<file path="src/rtl/mul_unit.sv">
// Iterative RV32M multiplier (MUL/MULH/MULHSU/MULHU), one shift-add step per clock.
// Optional `MUL_EARLY_OUT_EN: finish as soon as the remaining multiplier bits are zero.
//
// state  | meaning
// IDLE   | waiting for start; operand magnitudes and negate flag latched on start
// CALC   | one shift-add step per edge, busy=1
// DONE   | result valid, done pulses for one cycle
module mul_unit #(
  parameter int XLEN = 32
) (
  input  logic            clk,
  input  logic            rst,
  input  logic            start,
  input  logic [1:0]      op,
  input  logic [XLEN-1:0] rs1_data,
  input  logic [XLEN-1:0] rs2_data,
  output logic            busy,
  output logic            done,
  output logic [XLEN-1:0] result
);

  localparam logic [1:0] OP_MUL = 2'd0;

  typedef enum logic [1:0] {S_IDLE, S_CALC, S_DONE} state_t;

  state_t            state;
  logic [1:0]        op_q;
  logic [2*XLEN-1:0] mcand;
  logic [XLEN-1:0]   mplier;
  logic              neg_q;
  logic [2*XLEN-1:0] acc;
  logic [5:0]        cnt;

  logic              rs1_signed, rs2_signed;
  logic              rs1_neg, rs2_neg;
  logic [XLEN-1:0]   rs1_mag, rs2_mag;
  logic [2*XLEN-1:0] addend, acc_nxt, product;
  logic [XLEN-1:0]   result_nxt;
  logic              last_step;

  always_comb begin
    rs1_signed = (op == 2'd1) || (op == 2'd2);
    rs2_signed = (op == 2'd1);
    rs1_neg    = rs1_signed & rs1_data[XLEN-1];
    rs2_neg    = rs2_signed & rs2_data[XLEN-1];
    // -0x80000000 wraps to 0x80000000, which is exactly 2^31 read unsigned
    rs1_mag    = rs1_neg ? -rs1_data : rs1_data;
    rs2_mag    = rs2_neg ? -rs2_data : rs2_data;

    addend     = mplier[0] ? mcand : '0;
    acc_nxt    = acc + addend;
    product    = neg_q ? -acc_nxt : acc_nxt;
    result_nxt = (op_q == OP_MUL) ? product[XLEN-1:0] : product[2*XLEN-1:XLEN];

`ifdef MUL_EARLY_OUT_EN
    last_step  = (cnt == 6'd31) || (mplier[XLEN-1:1] == '0);
`else
    last_step  = (cnt == 6'd31);
`endif
  end

  always_ff @(posedge clk or posedge rst) begin
    if (rst) begin
      state  <= S_IDLE;
      op_q   <= '0;
      mcand  <= '0;
      mplier <= '0;
      neg_q  <= 1'b0;
      acc    <= '0;
      cnt    <= '0;
      busy   <= 1'b0;
      done   <= 1'b0;
      result <= '0;
    end else begin
      case (state)
        S_IDLE: begin
          done <= 1'b0;
          if (start) begin
            op_q   <= op;
            mcand  <= {{XLEN{1'b0}}, rs1_mag};
            mplier <= rs2_mag;
            neg_q  <= rs1_neg ^ rs2_neg;
            acc    <= '0;
            cnt    <= '0;
            busy   <= 1'b1;
            state  <= S_CALC;
          end
        end
        S_CALC: begin
          acc    <= acc_nxt;
          mcand  <= mcand << 1;
          mplier <= mplier >> 1;
          cnt    <= cnt + 6'd1;
          if (last_step) begin
            result <= result_nxt;
            done   <= 1'b1;
            busy   <= 1'b0;
            state  <= S_DONE;
          end
        end
        S_DONE: begin
          done  <= 1'b0;
          state <= S_IDLE;
        end
        default: begin
          busy  <= 1'b0;
          done  <= 1'b0;
          state <= S_IDLE;
        end
      endcase
    end
  end

endmodule
</file>
<file path="config.mk">
export PLATFORM = sky130hd
export DESIGN_NAME = mul_unit
export DESIGN_NICKNAME = d
export VERILOG_FILES = /design/src/rtl/mul_unit.sv
export SDC_FILE = /design/constraint.sdc
export NUM_CORES = 1
export LEC_CHECK = 0
export ABC_AREA = 1
export CAP_MARGIN = 20
export CORE_UTILIZATION = 35
export CTS_BUF_LIST = sky130_fd_sc_hd__clkbuf_16
export DETAILED_ROUTE_END_ITERATION = 10
export GPL_TIMING_DRIVEN = 0
export PLACE_DENSITY_LB_ADDON = 0.08
export SLEW_MARGIN = 20
export SYNTH_ARGS = -nofsm -noshare
export SYNTH_HDL_FRONTEND = slang
export SYNTH_SLANG_ARGS = --single-unit
</file>
<file path="constraint.sdc">
create_clock -name clk -period 6.7 [get_ports clk]
set_clock_uncertainty 0.1 [all_clocks]
set_input_delay 1.34 -clock clk [delete_from_list [all_inputs] [get_ports clk]]
set_output_delay 1.34 -clock clk [all_outputs]
set_load 0.02 [all_outputs]
</file>
==> impl_metrics.tcl <==
set metrics [dict create \
    drc_errors 0 \
    hold_viol_final 0 \
    max_freq_mhz 165.5 \
    clock_sinks 205 \
    critical_path_class "reg -> reg" \
    antenna_found_initial 1 \
    p_sw_frac 0.5838 \
    core-area_um2 51720 \
    cts_setup_buffers 0 \
    finalSetupViolCount 0 \
    period_share 0.9017 \
    synth-async-reset-ratio 1.000 \
    final_common_cell "nand2_1" \
    synth.distinct_cells 49 \
    status "finished clean" \
    ys_ff_latch 205 \
    yosys-top-cells-area "dfrtp_1 28%, nand2_1 22%, inv_1 11%, nor2_1 5.4%, nand3_1 5.3%" \
    fin_util 0.4121 \
    synth_top_cell_by_area "dfrtp_1" \
    max-slew-margin-rel 0.3453 \
    yosys.area.top_type_share 0.2777 \
    gp_congestion 0.9896 \
    power.leakage_nw 11.53 \
    area_growth_pct 15.35 \
    fill_cells 5742 \
    ff_latch_area_um2 5130 \
    irDropWorstVdd_uv 271.7 \
    ant_nets 0 \
    rsz0062_at_grt "false" \
    cts_tree "yes" \
    die_w_um 231.8 \
    vias_per_cell 5.107 \
    syn-num-nets 3256 \
    multi_input_area_um2 10850 \
    synth_warnings 0 \
    critPathLaunchType "register" \
    pin_count 103 \
    clkTransAtPathRegs_ns 0.06 \
    layout_common_cells "1101 x nand2_1, 569 x inv_1, 268 x nor2_1, 205 x dfrtp_1, 195 x nand3_1" \
    seqPwrFrac 0.192 \
    dr_total_vias 20180 \
    first_pass_iters 5 \
    maxCapViolCount 0 \
    p_clk_frac 0.118 \
    syn-mean-instance-area_um2 5.925 \
    post_route_cells_drive_above_1_share 0.04219 \
    power_switching_mw 6.805 \
    clockRootBuffer "clkbuf_16" \
    synth_flop_cell "dfrtp_1" \
    hold_buffers 0 \
    required_ns 7.04 \
    cp.arrival_ns 6.38 \
    routed_wl_um 79890 \
    grt_pass1_wl_um 120400 \
    gr-usage-all-layers 0.2995 \
    tightest_slew_ns 0.9820 \
    fin_area_um2 21310 \
    synthCells 3118 \
    fin_nets 3393 \
    hold_path_class "reg -> reg" \
    fp.dieH_um 231.8 \
    dpl.hpwl_um 66470 \
    port_buffers 102 \
    clock_latency_ns 0.59 \
    fin_crit_ns 6.041 \
    overflow 0 \
    num_antenna_cells 0 \
    worstSetupEndpointType "register" \
    numCtsBuffers 26 \
    worst-path-max-fanout 10 \
    yosysSeqAreaShare 0.2777 \
    clock_path_buffers 3 \
    p_comb_frac 0.690 \
    dpl_cell_area_um2 20490 \
    h-tree-depth 1 \
    p_per_area_nw_per_um2 547.0 \
    grt_pass1_vias 19710 \
    cts_resized 0 \
    dieArea_um2 53710 \
    p_int_mw 4.852 \
    synthesis.area_um2 18480 \
    synth-edff-count 0 \
    grt_max_degree 32 \
    wl_per_cell_um 20.22 \
    dr.first_iter.drc_count 1715 \
    rows 83 \
    finalMaxSlewViolations 0 \
    fin_setup_tns_ns 0 \
    start_util 0.3572 \
]
power groups by stage:
stage	combinational [mW]	clock, mW	sequential, mW
after floorplan	4.89	0	2.21
after global placement	7.90	0	2.23
after detailed placement	7.95	0	2.24
after CTS	7.99	1.41	2.23
after global routing	8.86	1.46	2.30
final	8.05	1.37	2.23
cells by family after synthesis:
logic type,count (synthesis),synth area share
and+or+nand+nor,1722,0.3859
buffers and inverters,652,0.1350
AOI/OAI and AO/OA,420,0.1306
DFF,205,0.2777
adders and majority gates,69,0.04714
xor gates and xnor gates,50,0.02370
state kept, by name, summed over array words and instances, names as in the netlist:
register / flops
cnt: 6
neg_q: 1
done: 1
busy: 1
result: 32
acc: 64
state: 2
op_q: 2
mplier: 32
mcand: 64
metrics by stage:
stage	hold slack, ns	std cells	total power, mW	setup WS (ns)
2_1_floorplan	0.3498	3118	7.094	2.602
3_3_place_gp	0.3680	3900	10.13	0.1933
3_5_place_dp	0.3752	3907	10.19	0.7239
4_1_cts	0.3883	3951	11.63	0.7052
5_1_grt	0.4135	3951	12.62	0.1484
6_report	0.3887	3951	11.66	0.6585
layer usage:
| metal | track usage | wire, um |
|---|---|---|
| met1 | 0.3848 | 34720 |
| met2 | 0.5161 | 37850 |
| met3 | 0.03156 | 4012 |
| met4 | 0.1086 | 3305 |
| met5 | 0 | 0 |
critical path, cell delays in order, from the launching register on:
cell and delay (ns):
dfrtp_1 0.39, clkbuf_2 0.53, clkbuf_1 0.73, nand2_1 0.10, inv_1 0.08, ha_1 0.23
inv_1 0.07, fa_1 0.40, inv_1 0.13, nand2_1 0.11, nand2_1 0.13, nand3_1 0.11
nand2_1 0.18, nand2_1 0.09, nand2_1 0.18, nand2_1 0.10, nand3_1 0.08, nand2_1 0.28
inv_1 0.40, nand2_1 0.11, nor2_1 0.28, nand2_2 0.12, nor2_4 0.25, nand2_1 0.10
nand2_2 0.11, a21oi_1 0.06, o21ai_0 0.24, a21boi_0 0.17
cells in the mapped netlist, types with 22 or more instances:
master and n:
or2_2 22, o22ai_1 33, ha_1 68, nor2_1 268
inv_1 566, nand2_1 1101, dfrtp_1 205, nand4_1 38
clkbuf_1 60, a22oi_1 58, a21oi_1 99, o21ai_0 184
nand2_2 24, nand3_1 195, nor3_1 25, xor2_1 43
final cells by class:
| class | count | area share |
|---|---|---|
| tap | 680 | 0.03992 |
| sequential | 205 | 0.2407 |
| timing repair buffer | 109 | 0.05448 |
| inverter | 577 | 0.1018 |
| clock buffer | 26 | 0.03053 |
| buffer | 75 | 0.01562 |
| clock inverter | 18 | 0.007808 |
| multi-input combinational | 2261 | 0.5091 |
worst paths after layout:
kind / start / to / slack (ns) / cells past startpoint
setup / recovery: mplier[0]$_DFFE_PP0P_ / result[6]$_DFFE_PP0P_ / 0.66 / 27
hold / removal: mcand[63]$_DFFE_PP0P_ / mcand[63]$_DFFE_PP0P_ / 0.39 / 2
setup reg to reg: mplier[0]$_DFFE_PP0P_ / result[6]$_DFFE_PP0P_ / 0.66 / 27
hold reg to reg: mcand[63]$_DFFE_PP0P_ / mcand[63]$_DFFE_PP0P_ / 0.39 / 2
max in group asynchronous: rst / mplier[16]$_DFFE_PP0P_ / 4.57 / 5
min in group asynchronous: rst / acc[33]$_DFFE_PP0P_ / 0.97 / 2
(Power assumes the default switching activity.)
